## src/rtl/lsu_mem_initiator_pkg.sv

```systemverilog
// Shared definitions for the load/store unit memory initiator:
// func3 load/store codes, FSM state encoding, access size decode and
// byte-lane helpers used by both the top and the load aligner.
package lsu_mem_initiator_pkg;

    // Load func3 codes
    localparam logic [2:0] F3_LB  = 3'b000;
    localparam logic [2:0] F3_LH  = 3'b001;
    localparam logic [2:0] F3_LW  = 3'b010;
    localparam logic [2:0] F3_LBU = 3'b100;
    localparam logic [2:0] F3_LHU = 3'b101;

    // Store func3 codes
    localparam logic [2:0] F3_SB  = 3'b000;
    localparam logic [2:0] F3_SH  = 3'b001;
    localparam logic [2:0] F3_SW  = 3'b010;

    typedef enum logic [1:0] {
        IDLE,
        REQ,
        WAIT,
        DONE
    } lsu_state_t;

    typedef enum logic [1:0] {
        SizeByte,
        SizeHalf,
        SizeWord
    } lsu_size_t;

    // Unlisted func3 encodings fall through to a full-word access.
    function automatic lsu_size_t access_size(input logic store, input logic [2:0] func3);
        lsu_size_t size;
        size = SizeWord;
        if (store) begin
            case (func3)
                F3_SB:   size = SizeByte;
                F3_SH:   size = SizeHalf;
                F3_SW:   size = SizeWord;
                default: size = SizeWord;
            endcase
        end else begin
            case (func3)
                F3_LB, F3_LBU: size = SizeByte;
                F3_LH, F3_LHU: size = SizeHalf;
                F3_LW:         size = SizeWord;
                default:       size = SizeWord;
            endcase
        end
        return size;
    endfunction

    // Halves use only lane[1] and words no lane bits, so misaligned
    // addresses collapse onto the containing aligned unit.
    function automatic logic [3:0] byte_enable(input lsu_size_t size, input logic [1:0] lane);
        logic [3:0] be;
        case (size)
            SizeByte: be = 4'b0001 << lane;
            SizeHalf: be = 4'b0011 << {lane[1], 1'b0};
            default:  be = 4'b1111;
        endcase
        return be;
    endfunction

    function automatic logic [31:0] store_lanes(input lsu_size_t size, input logic [31:0] wdata);
        logic [31:0] lanes;
        case (size)
            SizeByte: lanes = {4{wdata[7:0]}};
            SizeHalf: lanes = {2{wdata[15:0]}};
            default:  lanes = wdata;
        endcase
        return lanes;
    endfunction

endpackage

```

## src/rtl/lsu_mem_initiator_load_align.sv

```systemverilog
// Combinational load aligner: picks the byte or half addressed by the
// low address bits out of the returned word and sign/zero extends it.
module lsu_mem_initiator_load_align
    import lsu_mem_initiator_pkg::*;
(
    input  logic [2:0]  func3,
    input  logic [1:0]  lane,
    input  logic [31:0] rdata,
    output logic [31:0] data
);

    logic [7:0]  byte_sel;
    logic [15:0] half_sel;

    // Lane select followed by extension chosen by func3.
    always_comb begin
        byte_sel = 8'h00;
        case (lane)
            2'd0:    byte_sel = rdata[7:0];
            2'd1:    byte_sel = rdata[15:8];
            2'd2:    byte_sel = rdata[23:16];
            default: byte_sel = rdata[31:24];
        endcase
        half_sel = lane[1] ? rdata[31:16] : rdata[15:0];

        data = rdata;
        case (func3)
            F3_LB:   data = {{24{byte_sel[7]}}, byte_sel};
            F3_LBU:  data = {24'h000000, byte_sel};
            F3_LH:   data = {{16{half_sel[15]}}, half_sel};
            F3_LHU:  data = {16'h0000, half_sel};
            default: data = rdata;
        endcase
    end

endmodule

```

## src/rtl/lsu_mem_initiator.sv

```systemverilog
// Load/store unit, initiator side of the data-memory interface.
// Accepts one load/store, issues a registered request, waits for grant
// and response, then pulses wb_valid with extended load data.
// Accesses that see no response within TIMEOUT cycles abort with err.
// Build option LSU_MISALIGN_TRAP_EN: misaligned half/word accesses are
// rejected with an err pulse instead of being forced aligned.
module lsu_mem_initiator
    import lsu_mem_initiator_pkg::*;
#(
    parameter int unsigned TIMEOUT = 64
) (
    input  logic        clk,
    input  logic        reset,
    input  logic        req_valid,
    output logic        req_ready,
    input  logic        req_store,
    input  logic [2:0]  req_func3,
    input  logic [31:0] req_addr,
    input  logic [31:0] req_wdata,
    input  logic [4:0]  req_rd,
    output logic        mem_req,
    output logic        mem_we,
    output logic [3:0]  mem_be,
    output logic [31:0] mem_addr,
    output logic [31:0] mem_wdata,
    input  logic        mem_gnt,
    input  logic        mem_rvalid,
    input  logic [31:0] mem_rdata,
    output logic        wb_valid,
    output logic        wb_we,
    output logic [4:0]  wb_rd,
    output logic [31:0] wb_data,
    output logic        stall,
    output logic        err
);

    localparam logic [7:0] TimeoutLast = 8'(TIMEOUT - 1);

    lsu_state_t  state_q;
    logic [7:0]  cnt_q;
    logic        store_q;
    logic [2:0]  func3_q;
    logic [1:0]  lane_q;
    logic [4:0]  rd_q;

    lsu_size_t   req_size;
    logic        misaligned;
    logic        timeout;
    logic [31:0] load_data;

    assign req_size = access_size(req_store, req_func3);
    assign timeout  = (cnt_q == TimeoutLast);

`ifdef LSU_MISALIGN_TRAP_EN
    assign misaligned = ((req_size == SizeHalf) && req_addr[0]) ||
                        ((req_size == SizeWord) && (req_addr[1:0] != 2'b00));
`else
    assign misaligned = 1'b0;
`endif

    lsu_mem_initiator_load_align u_load_align (
        .func3 (func3_q),
        .lane  (lane_q),
        .rdata (mem_rdata),
        .data  (load_data)
    );

    // Stall while an access is in flight; released in the DONE cycle.
    always_comb begin
        stall = (state_q == REQ) || (state_q == WAIT) || (req_valid && req_ready);
    end

    // Access FSM with registered memory-side and writeback outputs.
    always_ff @(posedge clk or posedge reset) begin
        if (reset) begin
            state_q   <= IDLE;
            cnt_q     <= 8'd0;
            store_q   <= 1'b0;
            func3_q   <= 3'b000;
            lane_q    <= 2'b00;
            rd_q      <= 5'd0;
            req_ready <= 1'b1;
            mem_req   <= 1'b0;
            mem_we    <= 1'b0;
            mem_be    <= 4'b0000;
            mem_addr  <= 32'h0;
            mem_wdata <= 32'h0;
            wb_valid  <= 1'b0;
            wb_we     <= 1'b0;
            wb_rd     <= 5'd0;
            wb_data   <= 32'h0;
            err       <= 1'b0;
        end else begin
            // Single-cycle pulses.
            wb_valid <= 1'b0;
            wb_we    <= 1'b0;
            err      <= 1'b0;

            unique case (state_q)
                IDLE: begin
                    if (req_valid && req_ready) begin
                        store_q <= req_store;
                        func3_q <= req_func3;
                        lane_q  <= req_addr[1:0];
                        rd_q    <= req_rd;
                        cnt_q   <= 8'd0;
                        if (misaligned) begin
                            err <= 1'b1;
                        end else begin
                            state_q   <= REQ;
                            req_ready <= 1'b0;
                            mem_req   <= 1'b1;
                            mem_we    <= req_store;
                            mem_be    <= byte_enable(req_size, req_addr[1:0]);
                            mem_addr  <= {req_addr[31:2], 2'b00};
                            mem_wdata <= req_store ? store_lanes(req_size, req_wdata) : 32'h0;
                        end
                    end
                end
                REQ, WAIT: begin
                    // A response completes the access even on the last counted cycle.
                    if (mem_rvalid && ((state_q == WAIT) || mem_gnt)) begin
                        state_q  <= DONE;
                        mem_req  <= 1'b0;
                        mem_we   <= 1'b0;
                        mem_be   <= 4'b0000;
                        wb_valid <= 1'b1;
                        wb_we    <= !store_q;
                        wb_rd    <= rd_q;
                        wb_data  <= store_q ? 32'h0 : load_data;
                    end else if (timeout) begin
                        state_q   <= IDLE;
                        req_ready <= 1'b1;
                        mem_req   <= 1'b0;
                        mem_we    <= 1'b0;
                        mem_be    <= 4'b0000;
                        err       <= 1'b1;
                    end else begin
                        cnt_q <= cnt_q + 8'd1;
                        if ((state_q == REQ) && mem_gnt) begin
                            state_q <= WAIT;
                            mem_req <= 1'b0;
                            mem_we  <= 1'b0;
                            mem_be  <= 4'b0000;
                        end
                    end
                end
                DONE: begin
                    state_q   <= IDLE;
                    req_ready <= 1'b1;
                end
            endcase
        end
    end

endmodule

```

## config.mk

```make
export PLATFORM = sky130hd
export DESIGN_NAME = lsu_mem_initiator
export DESIGN_NICKNAME = d
export VERILOG_FILES = /design/src/rtl/lsu_mem_initiator_pkg.sv /design/src/rtl/lsu_mem_initiator_load_align.sv /design/src/rtl/lsu_mem_initiator.sv
export SDC_FILE = /design/constraint.sdc
export NUM_CORES = 1
export LEC_CHECK = 0
export BUFFER_PORTS_ARGS = -buffer_cell sky130_fd_sc_hd__clkbuf_2
export CORE_ASPECT_RATIO = 0.6
export CORE_MARGIN = 10
export CORE_UTILIZATION = 30
export DETAILED_ROUTE_END_ITERATION = 10
export GPL_TIMING_DRIVEN = 0
export PLACE_DENSITY = 0.5
export SYNTH_ARGS = -nofsm -noshare
export SYNTH_HDL_FRONTEND = slang
export SYNTH_HIERARCHICAL = 1
export SYNTH_SLANG_ARGS = --single-unit
```

## constraint.sdc

```tcl
create_clock -name clk -period 4.59 [get_ports clk]
set_input_delay 0.6885 -clock clk [delete_from_list [all_inputs] [get_ports clk]]
set_output_delay 0.6885 -clock clk [all_outputs]
set_load 0.02 [all_outputs]
```

==> run metrics, run 1 <==
WP data required=4900 ps; Net count, final=983; layout cells sized above 1=37.27%; DR vias=5681; largest net degree at the start of global routing=71; Iteration-0 DRC Markers=324; Antenna Nets Post-Route=0; Netlist Area Pre-Place=6374 um^2; initial antenna violation count=1; clk slew on worst S/H paths=60 ps; post-place setup slack=1916 ps; dpl cell area=7855 um^2; H-tree lvl count=4; CP Data Arrival Time=2830 ps; first drt pass iteration count=6; number of fill cells in the layout=2151; post_cts resized=0; Crit Path Category=reg -> reg; library cells used by synthesis=51; setup tns final=0 ps; CTS tree=done; Clk Latency, worst-skew pair=420 ps; Worst Skew=7.914 ps; Synth top cells by count=dfrtp_1 (129), nand2_1 (110), o21ai_0 (65), mux2_2 (49); worst stage delay on the critical path=550 ps; max_cap viols=0; post-detailed-route via-to-cell ratio=4.893; hold violation total from the final report=0; Final GP Congestion=0.8817; clk sinks=130; status=finished, final reports clean; row count=41; Syn Area/Cell=10.17 um^2; sequential area share after synthesis=51.06%; pwr dens=750.1 nW/um^2; WL per Instance=19.55 um; peak supply drop=429.4 uV; worst r2r src=state_q[0]$_DFFE_PP0P_; reg2reg end=mem_wdata[9]$_DFFE_PP0P_; pins over their slew limit=0; type of origin of the critical path=flip-flop; num ports=222; asr flop ratio synth=100.0%; RSZ-0062 raised after global routing=false; P&R area growth vs syn=33.20%; Die Wd=208.2 um; fin area=8489 um^2; post-DP HPWL=17.87 mm; count leader, synth=dfrtp_1; CTS Hold Buffers Added=0; crit-path cells=inv_1 -> ha_1 -> nand3_1 -> clkbuf_1 -> clkbuf_1 -> nand2_1 -> o31ai_1; min Tclk post-route=2516 ps; postcts setup bufs=0; post-synthesis register bit count=130; Layout Cells excl Fill=1161; Synth Instances=627; Core Region=20930 um^2; input/output buffers=219; TritonCTS Buffers=17; Most common cell on crit path=clkbuf_1; length in cells of the worst reg-to-reg path=7; CP Max Fanout=10; Achievable Freq=0.3974 GHz; number of global-route vias before repair=5837; Slew @ Worst Pin=678.1 ps; final worst path period share=54.83%; die area=27670 um^2; leak pwr=4.166 nW; Post-synth EDFFs=0; root buffer selected by CTS=clkbuf_16; top cell type by total area after synthesis=dfrtp_1; synth warn=6; Worst Setup End Kind=flip-flop; Synth top area share=50.65%; clock buffer depth=2; Die Ht=132.9 um; Initial Util=30.45%; Worst R2R Setup Slack=2070 ps; post-placement cell count=1127; final wirelength=22.70 mm; final setup vio count=0; Worst slew margin=54.79%; Area contributors post-synth=dfrtp_1 (51%), mux2_2 (8.7%), nand2_1 (6.5%); Hold/Removal Path Class=in -> async; Residual DRC=0; crit path max-delay cell type=clkbuf_1; final setup margin=2074 ps; GRT Residual Overflow=0; Primary FF master, synth=dfrtp_1; first-pass GRT wire length=35.91 mm; Overall Global Routing Usage=16.52%
==> critical path: cells and delay by family, from the launching register on <==
kind	cells	cell delay [ps]
buffers and inverters	3	1180
and+or+nand+nor	2	510
DFF	1	370
adders and majority gates	1	240
AOI/OAI and AO/OA	1	90
==> final cells by class <==
cell class / instances / area [um^2] / share of cell area [%]
Sequential cell: 130 / 3254 / 38.33
Multi-Input combinational cell: 437 / 2859 / 33.68
Timing Repair Buffer: 220 / 1124 / 13.24
Clock buffer: 20 / 446.7 / 5.262
Tap cell: 279 / 349.1 / 4.112
Buffer: 44 / 197.7 / 2.329
Clock inverter: 12 / 182.7 / 2.152
Inverter: 17 / 71.32 / 0.8401
Antenna cell: 2 / 5.005 / 0.05895
==> power breakdown <==
group	switching, mW	total [mW]	internal, mW
sequential	0.312	1.96	1.65
combinational	1.84	2.95	1.11
clock	0.536	1.46	0.926
total	2.69	6.37	3.68
==> per-stage QoR <==
step           hold WS (ps)  power [mW]  util [%]
6_report              335.2       6.368     40.56
5_1_grt               384.0       6.835     40.54
4_1_cts               351.2       6.447     40.54
3_5_place_dp          456.5       4.939     37.53
3_3_place_gp          450.6       4.934     37.37
2_1_floorplan         433.1       3.879         -
==> state kept, by name (all words and copies together) (netlist names), 2 cells and up <==
signal,cells
mem_wdata,32
wb_data,32
mem_addr,30
cnt_q,8
rd_q,5
wb_rd,5
mem_be,4
func3_q,3
lane_q,2
state_q,2
==> cells by family (layout without fill, tap and decap cells) <==
logic type,count (synthesis),after routing,synth area share [%]
compound gates,139,139,14.31
mux,70,70,13.53
flops,130,130,51.06
fa+ha+maj,6,6,1.178
other cells,1,4,0.05884
simple gates,220,220,15.72
buf+inv,61,313,4.142
==> how the worst max path moves through the flow <==
stage	slack (ps)	depth (start not counted)	end	from
after floorplan	430	1	cnt_q[0]$_DFFE_PP0P_	reset
after detailed placement	1920	6	mem_wdata[30]$_DFFE_PP0P_	req_valid
after global placement	-1560	2	state_q[1]$_DFFE_PP0P_	reset
final	2070	7	mem_wdata[9]$_DFFE_PP0P_	state_q[0]$_DFFE_PP0P_
after CTS	2050	7	mem_wdata[30]$_DFFE_PP0P_	state_q[0]$_DFFE_PP0P_
after global routing	1830	7	mem_wdata[11]$_DFFE_PP0P_	state_q[1]$_DFFE_PP0P_
==> cell usage in the layout (no fill, tap or decap), types with 2 or more instances in the layout <==
cell        synthesis  routed
clkbuf_2            0     219
dfrtp_1           129     129
nand2_1           110     110
o21ai_0            65      65
mux2_2             49      49
nor2_1             35      35
nand2b_1           35      35
clkbuf_1           31      33
nand3_1            17      17
clkbuf_16           0      17
o31ai_1            16      16
inv_1              15      14
a21oi_1            13      13
mux2i_1            13      13
a22o_1              9       9
buf_2               8       8
mux4_2              8       8
o211ai_1            7       7
a221o_1             7       7
a311oi_1            7       7
ha_1                6       6
nand4_1             4       4
or3_1               4       4
a32o_1              4       4
clkinv_4            0       4
bufinv_16           0       4
nor2b_1             3       3
clkinvlp_4          0       3
diode_2             0       2
buf_6               2       2
and3_1              2       2
or2_2               2       2
buf_4               2       2
conb_1              1       2
==> layer usage <==
layer / routed length, um / GRT usage (%) / vias up
li1: - / - / 2693
met1: 11690 / 24.82 / 2769
met2: 9147 / 22.03 / 211
met3: 1683 / 4.888 / 8
met4: 178 / 4.329 / 0
met5: 0 / 0 / -
Power figures use the tool's default switching activity.
==> inputs of run 2 (changes only) <==
- ABC_AREA: unset -> 1
- PLACE_DENSITY: 0.5 -> 0.49
- clock period: 4.59 -> 2.35 ns (I/O delays scaled with it)
==> run metrics, run 2 <==
post-detailed-route via-to-cell ratio=4.588 (was 4.893); Iteration-0 DRC Markers=406 (was 324); Synth top cells by count=nand2_1 (421), dfrtp_1 (129), o21ai_0 (73), nor2_1 (56), nand3_1 (42) (was dfrtp_1 (129), nand2_1 (110), o21ai_0 (65), mux2_2 (49)); Worst R2R Setup Slack=450 ps (was 2070 ps); clk slew on worst S/H paths=60 ps (about the same); hold violation total from the final report=0 (unchanged); Compound-Gate Fraction of Synth Area=7.019% (was 14.31%); Syn Area/Cell=7.549 um^2 (was 10.17 um^2); Overall Global Routing Usage=16.64% (was 16.52%); main combinational cell family by area after synthesis=simple AND/OR/NAND/NOR gates (unchanged); Net count, final=1229 (was 983); Hold Crit Start=req_addr[30]; Worst Skew=12.77 ps (was 7.914 ps); Residual DRC=0 (unchanged); Core Region=21240 um^2 (was 20930 um^2); CP Max Fanout=10 (unchanged); post-synthesis xor/xnor area fraction=0.2670% (was 0%); Antenna Nets Post-Route=0 (unchanged); RSZ-0062 raised after global routing=false (unchanged); clock buffer depth=2 (unchanged); input/output buffers=219 (unchanged); largest net degree at the start of global routing=39 (was 71); Hold/Removal Path Class=in -> reg (was in -> async); dpl cell area=8093 um^2 (was 7855 um^2); first drt pass iteration count=5 (was 6); max_cap viols=0 (unchanged); Synth Instances=869 (was 627); synth warn=6 (unchanged); Die Wd=210.9 um (was 208.2 um); CTS tree=done (unchanged); Post-synth EDFFs=0 (unchanged); post-DP HPWL=18.73 mm (was 17.87 mm); Final GP Congestion=0.8547 (was 0.8817); Worst Setup End Kind=primary output (was flip-flop); pins over their slew limit=0 (unchanged); crit-path cells=inv_1 -> ha_1 -> buf_4 -> clkinv_2 -> nand2_1 -> clkbuf_2 (was inv_1 -> ha_1 -> nand3_1 -> clkbuf_1 -> clkbuf_1 -> nand2_1 -> o31ai_1); layout cells sized above 1=28.32% (was 37.27%); final worst path period share=94.58%; worst stage delay on the critical path=410 ps (was 550 ps); Primary FF master, synth=dfrtp_1 (unchanged); Die Ht=134.5 um (was 132.9 um); most frequent cells in the layout=nand2_1 (421), clkbuf_2 (219), dfrtp_1 (129) (was clkbuf_2 (219), dfrtp_1 (129), nand2_1 (110)); die area=28380 um^2 (was 27670 um^2); type of origin of the critical path=flip-flop (unchanged); DR vias=6432 (was 5681); asr flop ratio synth=100.0% (unchanged); count leader, synth=nand2_1 (was dfrtp_1); CP Data Arrival Time=1870 ps (was 2830 ps); post-place setup slack=407.6 ps (was 1916 ps); P&R area growth vs syn=32.86% (was 33.20%); num ports=222 (unchanged); Worst slew margin=59.81% (was 54.79%); H-tree lvl count=4 (unchanged); Area contributors post-synth=dfrtp_1 (49%), nand2_1 (24%), o21ai_0 (5.6%) (was dfrtp_1 (51%), mux2_2 (8.7%), nand2_1 (6.5%)); Simple-Gate Fraction of Synth Area=35.15% (was 15.72%); hold path depth=3; root buffer selected by CTS=clkbuf_16 (unchanged); Antenna Cells=0 (was 2); WP data required=2000 ps (was 4900 ps); GRT Residual Overflow=0 (unchanged); Slew @ Worst Pin=600.7 ps (was 678.1 ps); row count=41 (unchanged); adder-cell share of the synthesized area=1.144% (was 1.178%); pwr dens=1401 nW/um^2 (was 750.1 nW/um^2); min Tclk post-route=2223 ps; reg2reg end=wb_data[26]$_DFFE_PP0P_ (was mem_wdata[9]$_DFFE_PP0P_); WL per Instance=16.93 um (was 19.55 um); worst r2r src=state_q[0]$_DFFE_PP0P_ (unchanged); initial antenna violation count=2 (was 1); Netlist Area Pre-Place=6560 um^2 (was 6374 um^2); leak pwr=4.955 nW (was 4.166 nW); Achievable Freq=0.4499 GHz; largest registers=mem_wdata (32), wb_data (32), mem_addr (30) (unchanged); Clk Latency, worst-skew pair=430 ps (was 420 ps); clk sinks=130 (unchanged); Crit Path Category=reg -> out (was reg -> reg); leading cell type in the layout, fill and taps excluded=nand2_1 (was clkbuf_2); sequential area share after synthesis=49.61% (was 51.06%); final setup vio count=0 (unchanged); peak supply drop=509.5 uV (was 429.4 uV); Synth top area share=49.21% (was 50.65%); final hold slack=120.6 ps (was 335.2 ps); hold path endpoint=mem_addr[30]$_DFFE_PP0P_; post-synthesis register bit count=130 (unchanged); length in cells of the worst reg-to-reg path=10 (was 7); library cells used by synthesis=35 (was 51); top cell type by total area after synthesis=dfrtp_1 (unchanged); number of global-route vias before repair=6341 (was 5837); final setup margin=127.4 ps (was 2074 ps); final wirelength=23.74 mm (was 22.70 mm); postcts setup bufs=0 (unchanged); TritonCTS Buffers=17 (unchanged); status=finished, final reports clean (unchanged); first-pass GRT wire length=36.69 mm (was 35.91 mm); crit path max-delay cell type=dfrtp_1 (was clkbuf_1); mux contribution to synthesized area=0% (was 13.53%); Initial Util=30.89% (was 30.45%); fin area=8716 um^2 (was 8489 um^2); total power=12.21 mW (was 6.368 mW)
## run 2: layout make-up
type	count	area [um^2]
Buffer	41	266.5
Clock buffer	20	456.7
Clock inverter	9	155.1
Fill cell	2276	12520
Inverter	47	181.4
Multi-Input combinational cell	652	2867
Sequential cell	130	3254
Tap cell	279	349.1
Timing Repair Buffer	224	1186
## run 2: metal layers
layer  vias up  wire length [um]  track usage (%)  share of wire [%]
li1       3202                 -                -                  -
met1      3028             11560            23.21                 49
met2       182             10130            23.83                 43
met3        16              1843            5.591                7.8
met4         4               173            4.525               0.73
met5         -                33                0               0.14
## run 2: worst max-delay path by stage
stage	start	end	slack [ps]	cells after the start
finish	state_q[0]$_DFFE_PP0P_	stall	130	6
global route	state_q[0]$_DFFE_PP0P_	stall	20	6
CTS	state_q[0]$_DFFE_PP0P_	stall	110	6
detailed placement	state_q[0]$_DFFE_PP0P_	stall	410	6
global placement	reset	cnt_q[7]$_DFFE_PP0P_	-670	2
floorplan	reset	cnt_q[0]$_DFFE_PP0P_	390	1
## run 2: timing repair
| item | CTS | global route |
|---|---|---|
| hold buffers | 1 | 0 |
| hold endpoints to repair | 16 | 0 |
| endpoints found under the setup margin | 1 | 0 |
| gates resized for setup | 1 | 0 |
## run 2: power by group
part / total (mW) / switching (mW) / internal [mW]
clock: 2.82 / 1.01 / 1.81
sequential: 3.77 / 0.583 / 3.19
combinational: 5.61 / 3.77 / 1.85
## run 2: cells by family (layout without fill, tap and decap cells)
kind of cell | count (synthesis) | count (layout)
compound gates | 89 | 89
xor+xnor | 2 | 2
fa+ha+maj | 6 | 6
buf+inv | 88 | 341
flops | 130 | 130
other cells | 1 | 2
simple gates | 553 | 553
## run 2: critical path: cells and delay by family (launching register included)
kind	cells	cell delay, ps
and+or+nand+nor	1	130
adders and majority gates	1	280
buffers and inverters	4	610
DFF	1	410
## run 2: stage by stage
step                      utilization [%]  std cells  TNS [ps]
final                               41.04       1402         0
after global routing                41.04       1402         0
after CTS                           41.04       1402         0
after detailed placement            38.11       1372         0
after global placement              37.73       1368    -85280
after floorplan                         -        870         0
==> inputs of run 3 (changes only) <==
- ABC_AREA: 1 -> unset
- PLACE_DENSITY: 0.49 -> 0.51
- clock period: 2.35 -> 1.9 ns (I/O delays scaled with it)
==> run metrics, run 3 (synthesis results as in run 1) <==
reg2reg end=cnt_q[7]$_DFFE_PP0P_ (was wb_data[26]$_DFFE_PP0P_); Final GP Congestion=0.9375 (was 0.8547); Hold/Removal Path Class=in -> reg (unchanged); final setup margin=15.29 ps (was 127.4 ps); initial antenna violation count=2 (unchanged); root buffer selected by CTS=clkbuf_16 (unchanged); clk slew on worst S/H paths=60 ps (about the same); Core Region=20930 um^2 (was 21240 um^2); Worst R2R Setup Slack=20 ps (was 450 ps); leading cell type in the layout, fill and taps excluded=clkbuf_2 (was nand2_1); Setup crit end=cnt_q[7]$_DFFE_PP0P_ (was stall); largest registers=mem_wdata (32), wb_data (32), mem_addr (30) (unchanged); RSZ-0062 raised after global routing=true (was false); pwr dens=1780 nW/um^2 (was 1401 nW/um^2); CP Launch Point=cnt_q[0]$_DFFE_PP0P_ (was state_q[0]$_DFFE_PP0P_); CTS tree=done (unchanged); Worst slew margin=52.55% (was 59.81%); pins over their slew limit=0 (unchanged); multi-input combinational cell area=3038 um^2 (was 2867 um^2); Hold Crit Start=req_rd[3] (was req_addr[30]); worst r2r src=cnt_q[0]$_DFFE_PP0P_ (was state_q[0]$_DFFE_PP0P_); number of global-route vias before repair=5807 (was 6341); Iteration-0 DRC Markers=416 (was 406); setup tns final=0 ps (unchanged); WP data required=2240 ps (was 2000 ps); min Tclk post-route=1885 ps; peak supply drop=669.1 uV (was 509.5 uV); post-detailed-route via-to-cell ratio=4.874 (was 4.588); Layout Cells excl Fill=1181 (was 1402); first-pass GRT wire length=35.40 mm (was 36.69 mm); final wirelength=23.35 mm (was 23.74 mm); Crit Path Category=reg -> reg (was reg -> out); Clk Latency, worst-skew pair=420 ps (was 430 ps); post-place setup slack=-542.5 ps (was 407.6 ps); final setup vio count=0 (unchanged); die area=27670 um^2 (was 28380 um^2); Worst Skew=6.012 ps (was 12.77 ps); status=finished, final reports clean (unchanged); CP Data Arrival Time=2230 ps (was 1870 ps); layout cells sized above 1=43.89% (was 28.32%); Residual DRC=0 (unchanged); Die Wd=208.2 um (was 210.9 um); most frequent cells in the layout=clkbuf_2 (228), dfrtp_1 (127), nand2_1 (108) (was nand2_1 (421), clkbuf_2 (219), dfrtp_1 (129)); hold violation total from the final report=0 (unchanged); TritonCTS Buffers=17 (unchanged); length in cells of the worst reg-to-reg path=6 (was 10); clock buffer depth=2 (unchanged); DR vias=5756 (was 6432); post-placement cell count=1129 (was 1372); total power=15.75 mW (was 12.21 mW); input/output buffers=219 (unchanged); Achievable Freq=0.5306 GHz; type of origin of the critical path=flip-flop (unchanged); GRT Residual Overflow=0 (unchanged); Overall Global Routing Usage=16.47% (was 16.64%); final worst path period share=99.20%; row count=41 (unchanged); number of fill cells in the layout=2123 (was 2276); H-tree lvl count=4 (unchanged); max_cap viols=0 (unchanged); Worst Setup End Kind=flip-flop (was primary output); Antenna Nets Post-Route=0 (unchanged); WL per Instance=19.77 um (was 16.93 um); clk sinks=130 (unchanged); CP Max Fanout=7 (was 10); first drt pass iteration count=5 (unchanged); P&R area growth vs syn=38.77% (was 32.86%); post-DP HPWL=17.81 mm (was 18.73 mm); Slew @ Worst Pin=711.7 ps (was 600.7 ps); Die Ht=132.9 um (was 134.5 um); largest net degree at the start of global routing=39 (unchanged); Initial Util=30.45% (was 30.89%); leak pwr=4.329 nW (was 4.955 nW); dpl cell area=7908 um^2 (was 8093 um^2); num ports=222 (unchanged); Storage cell area=3257 um^2 (was 3254 um^2); fin area=8845 um^2 (was 8716 um^2); Net count, final=1006 (was 1229)
==> run 3: changes by cell type in the layout (fill, tap and decap cells not counted), sizes merged, moves of 10 or more <==
cell / previous run / this run
o31ai: 0 / 16
inv: 46 / 16
mux2: 0 / 49
nand2b: 0 / 35
mux2i: 0 / 13
nand3: 52 / 17
o21ai: 80 / 66
a21oi: 3 / 13
nand2: 426 / 110
clkbuf: 247 / 268
nor2: 65 / 35
==> run 3: power breakdown <==
part / switching, mW / total [mW] / leakage [nW] / internal (mW)
clock network: 1.19 / 3.06 / 0.265 / 1.87
logic: 4.76 / 7.96 / 2.43 / 3.20
registers: 0.734 / 4.72 / 1.64 / 3.99
total: 6.68 / 15.7 / 4.33 / 9.06
==> run 3: final cells by class <==
cell class | count | share of cell area [%]
Antenna cell | 2 | 0.05659
Timing Repair Buffer | 246 | 15.32
Buffer | 41 | 2.575
Clock buffer | 23 | 5.404
Tap cell | 279 | 3.947
Inverter | 17 | 0.8771
Multi-Input combinational cell | 437 | 34.35
Clock inverter | 6 | 0.6507
Sequential cell | 130 | 36.82
==> run 3: repair_timing <==
action,4_1_cts,5_1_grt
setup endpoints to repair,89,90
resized for setup,36,43
hold endpoints to repair,22,0
setup buffers,21,3
hold buffers,1,0
pin swaps,13,11
==> run 3: stage by stage <==
stage                     utilization [%]  hold slack [ps]
after floorplan                         -            429.8
after global placement              37.49            452.6
after detailed placement            37.78            388.8
after CTS                           41.60            69.64
after global routing                42.25            78.02
final                               42.26            94.54
==> run 3: worst min path at each step <==
stage | to | slack [ps] | cells past startpoint
floorplan | mem_wdata[0]$_DFFE_PP0P_ | 430 | 2
global placement | wb_rd[0]$_DFFE_PP0P_ | 450 | 2
detailed placement | mem_addr[24]$_DFFE_PP0P_ | 390 | 2
CTS | rd_q[3]$_DFFE_PP0P_ | 70 | 2
global route | mem_addr[2]$_DFFE_PP0P_ | 80 | 2
finish | rd_q[3]$_DFFE_PP0P_ | 90 | 2
==> run 3: routing by layer <==
| layer | part of all wire [%] | GRT usage [%] | wire, um | vias to the layer above |
|---|---|---|---|---|
| met1 | 48 | 23.06 | 11120 | 2795 |
| met3 | 8.0 | 5.570 | 1878 | 24 |
| li1 | - | - | - | 2722 |
| met2 | 43 | 23.41 | 9959 | 215 |
| met5 | 0 | 0 | 0 | - |
| met4 | 1.6 | 4.609 | 383 | 0 |
==> run 3: critical path: stages, from the launching register on <==
cell,delay (ps)
dfrtp_2,440
ha_2,230
nor3b_4,160
buf_4,160
a211o_4,370
or3_4,330
a21oi_2,120
